File: src/rtl/seq_det_pkg.sv
// Shared constants, state type and index-width helper for the symbol-sequence detector.
package seq_det_pkg;

  localparam int SEQ_MODE_LOCKOUT = 0;
  localparam int SEQ_MODE_REARM   = 1;

  typedef enum logic [1:0] {
    ST_ARMED,
    ST_PROG,
    ST_MATCH,
    ST_LOCK
  } seq_state_e;

  // Width of the progress index, which must hold values 0..n.
  function automatic int seq_idx_w(input int n);
    return (n < 1) ? 1 : $clog2(n + 1);
  endfunction

endpackage

File: src/rtl/seq_det_step.sv
// Tracks the last accepted symbol and flags a step when a valid symbol differs from it.
module seq_det_step
  import seq_det_pkg::*;
#(
  parameter int             W        = 2,
  parameter logic [W-1:0]   IDLE_SYM = '0
) (
  input  logic         clk,
  input  logic         rst_n,
  input  logic [W-1:0] sym_in,
  input  logic         sym_vld,
  output logic         step,
  output logic [W-1:0] step_sym
);

  logic [W-1:0] last_sym;

  assign step     = sym_vld && (sym_in != last_sym);
  assign step_sym = sym_in;

  // last_sym follows every step, even one that a pattern load discards.
  always_ff @(posedge clk or negedge rst_n) begin
    if (!rst_n) begin
      last_sym <= IDLE_SYM;
    end else if (step) begin
      last_sym <= sym_in;
    end
  end

endmodule

File: src/rtl/seq_detector_param.sv
// Parametrised Moore detector: IDLE_SYM then N programmable symbols asserts match.
// Optional saturating match counter enabled by defining SEQ_DET_MATCH_CNT_EN.
//
// state | meaning
// ARMED | idle symbol seen (or reset/load), progress index 0
// PROG  | partway through the pattern, index 1..N-1
// MATCH | full pattern seen, index N, match=1
// LOCK  | mismatch under lockout policy, index 0, locked=1 until IDLE_SYM
module seq_detector_param
  import seq_det_pkg::*;
#(
  parameter int             W           = 2,
  parameter int             N           = 2,
  parameter int             MODE        = SEQ_MODE_LOCKOUT,
  parameter logic [W-1:0]   IDLE_SYM    = '0,
  parameter logic [N*W-1:0] PAT_DEFAULT = 4'b1110,
  parameter int             CNT_W       = 8
) (
  input  logic                      clk,
  input  logic                      rst_n,
  input  logic [W-1:0]              sym_in,
  input  logic                      sym_vld,
  input  logic [N*W-1:0]            pat_in,
  input  logic                      pat_load,
  output logic                      match,
  output logic                      locked,
  output logic [seq_idx_w(N)-1:0]   state_idx
`ifdef SEQ_DET_MATCH_CNT_EN
  ,
  output logic [CNT_W-1:0]          match_cnt
`endif
);

  localparam int            IW      = seq_idx_w(N);
  localparam logic [IW-1:0] IDX_N   = IW'(N);
  localparam logic [IW-1:0] IDX_ONE = IW'(1);

  logic           step;
  logic [W-1:0]   step_sym;
  seq_state_e     st_q, st_d;
  logic [IW-1:0]  idx_q, idx_d;
  logic [N*W-1:0] pat_q;
  logic [W-1:0]   exp_sym;
  logic           enter_match;

  seq_det_step #(
    .W        (W),
    .IDLE_SYM (IDLE_SYM)
  ) u_step (
    .clk      (clk),
    .rst_n    (rst_n),
    .sym_in   (sym_in),
    .sym_vld  (sym_vld),
    .step     (step),
    .step_sym (step_sym)
  );

  always_comb begin
    exp_sym = '0;
    for (int k = 0; k < N; k++) begin
      if (idx_q == IW'(k)) exp_sym = pat_q[k*W +: W];
    end
  end

  always_comb begin
    st_d  = st_q;
    idx_d = idx_q;
    if (pat_load) begin
      st_d  = ST_ARMED;
      idx_d = '0;
    end else if (step) begin
      if (step_sym == IDLE_SYM) begin
        st_d  = ST_ARMED;
        idx_d = '0;
      end else if (st_q == ST_LOCK) begin
        st_d  = ST_LOCK;
      end else if ((idx_q < IDX_N) && (step_sym == exp_sym)) begin
        idx_d = idx_q + IDX_ONE;
        st_d  = (idx_q + IDX_ONE == IDX_N) ? ST_MATCH : ST_PROG;
      end else if (MODE == SEQ_MODE_REARM && step_sym == pat_q[W-1:0]) begin
        // Re-arm only looks at the first pattern symbol; no deeper overlap search.
        idx_d = IDX_ONE;
        st_d  = (IDX_ONE == IDX_N) ? ST_MATCH : ST_PROG;
      end else if (MODE == SEQ_MODE_REARM) begin
        st_d  = ST_ARMED;
        idx_d = '0;
      end else begin
        st_d  = ST_LOCK;
        idx_d = '0;
      end
    end
  end

  assign enter_match = (st_d == ST_MATCH) && (st_q != ST_MATCH);

  always_ff @(posedge clk or negedge rst_n) begin
    if (!rst_n) begin
      st_q  <= ST_ARMED;
      idx_q <= '0;
      pat_q <= PAT_DEFAULT;
    end else begin
      st_q  <= st_d;
      idx_q <= idx_d;
      if (pat_load) pat_q <= pat_in;
    end
  end

  assign match     = (st_q == ST_MATCH);
  assign locked    = (st_q == ST_LOCK);
  assign state_idx = idx_q;

`ifdef SEQ_DET_MATCH_CNT_EN
  localparam logic [CNT_W-1:0] CNT_MAX = '1;

  always_ff @(posedge clk or negedge rst_n) begin
    if (!rst_n) begin
      match_cnt <= '0;
    end else if (pat_load) begin
      match_cnt <= '0;
    end else if (enter_match && (match_cnt != CNT_MAX)) begin
      match_cnt <= match_cnt + 1'b1;
    end
  end
`else
  logic unused_cnt;
  assign unused_cnt = enter_match ^ (CNT_W[0]);
`endif

endmodule
File: config.mk
export PLATFORM = sky130hd
export DESIGN_NAME = seq_detector_param
export DESIGN_NICKNAME = d
export VERILOG_FILES = /design/src/rtl/seq_det_pkg.sv /design/src/rtl/seq_det_step.sv /design/src/rtl/seq_detector_param.sv
export SDC_FILE = /design/constraint.sdc
export NUM_CORES = 1
export LEC_CHECK = 0
export ABC_AREA = 1
export BUFFER_PORTS_ARGS = -buffer_cell sky130_fd_sc_hd__buf_2
export CAP_MARGIN = 5
export CORE_MARGIN = 3
export CORE_UTILIZATION = 45
export CTS_CLUSTER_DIAMETER = 60
export DETAILED_ROUTE_END_ITERATION = 12
export HOLD_SLACK_MARGIN = 0.15
export PLACE_DENSITY = 0.68
export SETUP_SLACK_MARGIN = 0.05
export SYNTH_ARGS = -nofsm -noshare
export SYNTH_HDL_FRONTEND = slang
export SYNTH_SLANG_ARGS = --single-unit
File: constraint.sdc
create_clock -name clk -period 1.2 [get_ports clk]
set_input_delay 0.18 -clock clk [delete_from_list [all_inputs] [get_ports clk]]
set_output_delay 0.18 -clock clk [all_outputs]
set_load 0.01 [all_outputs]
# Yosys cells after proc, flatten, opt, wreduce, memory -nomap -nowiden
# Cells that the tools add are included.
# word_totals
register_bits	10
latch_bits	0
ramBits	0
romBits	0
out_inout_bits	4
wordCells	32
memories	0
# classes
addsub	1
multipliers	0
div_mod_pow	0
n_lt_le_gt_ge	1
n_eq_ne	7
n_shift	0
n_mux	13
n_bitwise	0
n_reduce_logical	6
# op_table
op	n
2-bit 2-to-1 mux	13
2-bit == test (second input constant)	3
2-bit logical NOT	2
3-bit by 2-bit inequality test with 1-bit output (second input constant)	1
2-bit by 1-bit adder with 2-bit output (second input constant)	1
2-bit by 1-bit == test with 1-bit output (second input constant)	1
2-bit == test	1
1-bit logical AND	2
2-bit < comparator (second input constant)	1
2-bit inequality test	1
2-bit AND reduction	1
2-bit nonzero test	1

# Depth between registers and ports, before layout
# depth
depth_word	10
ltp_mapped	11
depth_no_buf	11

# Hierarchy
# A second synthesis with hierarchy kept.
# hier_totals
hier_cells	101
area_unflattened_um2	673.1
# by_module_without_submodules
mod	instances	cells_per_inst	area_each_um2
seq_detector_param	1	81	540.5
seq_det_step	1	20	132.6

# Worst setup path before layout
# Ideal clock, no wire load.
# synth_timing
kind	reg-to-reg
from	register idx_q[1], in the netlist state_idx[1]
to	register idx_q[0], in the netlist state_idx[0]
arrival_ps	1248
t_required_ps	1084
slack_ps	-165
stages_incl_launch_ff	11
path_buffers	0
path_cell_list	dfrtp_1 > inv_2 > ha_1 > inv_2 > nand3_1 > nand3_1 > nand2_2 > nand2_2 > nor2_4 > nand2_1 > nand2_1
# synth_via
elab_chain_len	10
# synth_rtl
element	line	text
start: declaration	seq_detector_param.sv:41	logic [IW-1:0] idx_q, idx_d;
start signal: assignment	seq_detector_param.sv:103	idx_q <= idx_d;
2-bit logical NOT	seq_detector_param.sv:61	if (idx_q == IW'(k)) exp_sym = pat_q[k*W +: W];
2-bit 2-to-1 mux (2 in a row)	seq_detector_param.sv:61	
2-bit == test	seq_detector_param.sv:77	end else if ((idx_q < IDX_N) && (step_sym == exp_sym)) begin
1-bit logical AND *	seq_detector_param.sv:77	
2-bit 2-to-1 mux *	seq_detector_param.sv:77	
2-bit 2-to-1 mux *	seq_detector_param.sv:75	end else if (st_q == ST_LOCK) begin
2-bit 2-to-1 mux *	seq_detector_param.sv:72	if (step_sym == IDLE_SYM) begin
2-bit 2-to-1 mux *	seq_detector_param.sv:71	end else if (step) begin
2-bit 2-to-1 mux *	seq_detector_param.sv:68	if (pat_load) begin
# Every way passes the cells marked *; elsewhere a longest branch is shown, timed or not. The select of a mux whose other input is x is not followed.
# A chain may end at the register's enable or synchronous reset.

# Worst setup path in the final report
# Same ends and word-level chain as after synthesis.

==> summary.txt <==
Status
  – Status: finished with violations
  – Failing checks: setup timing

Worst setup path
  – Setup CP Type: flip-flop to flip-flop
  – Critical Path Start Type: flip-flop
  – Crit-path max FO: 4
  – Worst EP required: 1.40 ns
  – Worst path arrival time: 1.54 ns
  – CP Capture Type: flip-flop

Timing
  – Slew @ Worst Pin: ~0.23 ns
  – Final WS setup: -0.1374 ns
  – Fin. Hold Viols: 0
  – Max_slew headroom: 84.46%
  – Final setup viols: 5
  – Period Utilization, post-route: 111.5%
  – Unrepaired setup endpoints after global routing: yes
  – Post-Route Hold Slack: 0.1599 ns
  – Final max-slew violation count: 0
  – Setup Skew: 0.009433 ns
  – Fmax: 0.7477 GHz
  – Min Clock Period, post-route: 1.337 ns

Yosys
  – Synth Flop Type: dfrtp_1
  – Area share of the largest cell type after synthesis: 28.51%
  – Syn nets: 97
  – Post-synthesis cell count: 85
  – Commonest cells post-synth: nand2_1, inv_1, dfrtp_1, nor2_1
  – Synth area leaders: dfrtp_1, nand2_1, dfstp_2, nand3_2, inv_1
  – FF+latch count, synth: 10
  – Yosys cell types: 16
  – Sequential element share of the synthesized area: 41.34%
  – Number of enable flip-flop cells after synthesis: 0
  – Top cell type by total area after synthesis: dfrtp_1
  – Synthesized area: 614.3 µm²
  – Most frequent cell after synthesis: nand2_1
  – Yosys warning total: 0
  – Synth async-reset ratio: 100.0%
  – Avg Inst Size Synth: 7.228 µm²

Die
  – Die width: ~43 µm
  – Die H: 42.95 µm
  – Core Area: 1186 µm²
  – # IOs: 14
  – Starting Density: 51.79%
  – Std cell rows: 12
  – DIE AREA: 1845 µm²

Final layout
  – Area Growth Syn to Fin: 52.95%
  – Inserted Diodes: 0
  – Layout cells sized above 1: 47.46%
  – Layout Nets: roughly 130
  – Fin util: 79.22%
  – Post-route insts no fill: 132

Hold path
  – Hold Crit Class: input pin to flip-flop

Route
  – Drt first pass iters: 4
  – Initial DRC count: 12
  – Avg WL per Cell: 11.19 µm
  – Via Count: 653
  – Via density: a little under 5
  – DRC Markers: 0
  – Total routed wirelength: 1477 µm
  – Final antenna-violating net count: 0

Clocking
  – Num CTS Buffers: 3
  – Root buffer cell: clkbuf_4
  – Clock sinks: 10
  – H-tree level count: 1
  – Clock latency on the worst-skew pair: 0.27 ns
  – Clk slew on worst S/H paths: 0.07 ns
  – CTS tree: done
  – Clock buffer depth: 2

Global routing
  – First-pass GRT wire length: about 2400 µm
  – Vias in the first global route: 624
  – Grt total ovfl: 0
  – Largest net degree at the start of global routing: 11
  – Initial antenna violation count: 0
  – All-layer global routing usage: between 10% and 20%

Place
  – DP Cell Count: 115
  – Number of port buffers: 13
  – GPL Wtd Cong: just over 0.8
  – DP HPWL: ~1100 µm

Pwr
  – Power Density: 931.3 nW/µm²
  – VDD IR max: 0.6683 mV
  – Leakage power: 0.0004973 µW

Flow run
  – Max Cap Viol: 0
## stage by stage
step	total power (µW)	setup slack, ns	instance area [µm²]	TNS [ns]
after floorplan	512.9	-0.05273	644.4	-0.1839
after global placement	570.2	-0.06826	749.5	-0.2229
after detailed placement	576.4	-0.1424	749.5	-0.4365
after CTS	859.3	-0.1250	872.1	-0.3304
after global routing	925.1	-0.2171	939.7	-0.8298
final	875.1	-0.1374	939.7	-0.4724
## critical path: stages, from the launching register on
cell and delay, ns:
dfrtp_2 0.39, inv_4 0.05, ha_4 0.18, buf_4 0.14, nand2_2 0.06, nand3_2 0.08
nand2_2 0.09, nand2_2 0.07, nor2_4 0.10, nand2_2 0.06, nand2_1 0.06
## logic make-up (layout without fill, tap and decap cells)
group / Yosys count / count (layout) / synth area share (%)
buffers and inverters: 11 / 44 / 6.721
xor gates and xnor gates: 2 / 2 / 2.852
DFF: 10 / 10 / 41.35
AOI/OAI and AO/OA: 4 / 4 / 3.869
adders and majority gates: 2 / 2 / 4.073
and+or+nand+nor: 56 / 56 / 41.14
## area by class of cell
cell class / count / area, µm²
multi-input combinational: 64 / 379.1
sequential: 10 / 256.5
fill: 80 / 246.5
timing repair buffer: 29 / 214.0
inverter: 11 / 46.29
clock buffer: 4 / 26.28
tap: 14 / 17.52
## worst paths after layout
path / from / cells past startpoint / to / slack [ns]
hold reg to reg: pat_q[2] / 2 / pat_q[2] / 0.48
setup / recovery: state_idx[1] / 10 / state_idx[0] / -0.14
hold / removal: sym_vld / 2 / u_step.last_sym[0] / 0.16
setup reg to reg: state_idx[1] / 10 / state_idx[0] / -0.14
min in group asynchronous: rst_n / 2 / st_q[1] / 0.29
max in group asynchronous: rst_n / 2 / pat_q[1] / 0.64
## metal layers
metal,vias up,GRT usage [%],wire length (µm)
li1,329,-,-
met1,297,19.42,640
met2,21,28.74,727
met3,6,5.508,82
met4,0,9.036,27
met5,-,0,0
## cell usage in the layout, fill, tap and decap left out, drive strengths merged
master / Yosys / routed
inv: 11 / 11
xnor2: 2 / 2
buf: 0 / 24
a21oi: 3 / 3
dlygate4sd3: 0 / 5
ha: 2 / 2
clkbuf: 0 / 4
nand3: 6 / 6
nand4: 2 / 2
dfrtp: 7 / 7
dfstp: 3 / 3
o21ai: 1 / 1
nand2: 40 / 40
nor2: 8 / 8
## power by group
group | internal [µW] | leakage [µW] | switching (µW)
sequential | 371 | 0.000117 | 22.9
clock | 129 | 0.0000150 | 125
combinational | 106 | 0.000365 | 120
total | 606 | 0.000497 | 269
## registers in the layout, indices dropped and copies added, names as in the netlist
signal           cells
pat_q                4
st_q                 2
state_idx            2
u_step.last_sym      2
## what timing repair did
action | 4_1_cts | 5_1_grt
gates resized for setup | 6 | 10
pin swaps | 2 | 7
buffers inserted | 4 | 4
endpoints found under the setup margin | 7 | 7
hold buffers | 5 | 0
endpoints found under the hold margin | 14 | 0
Power figures use the tool's default switching activity.
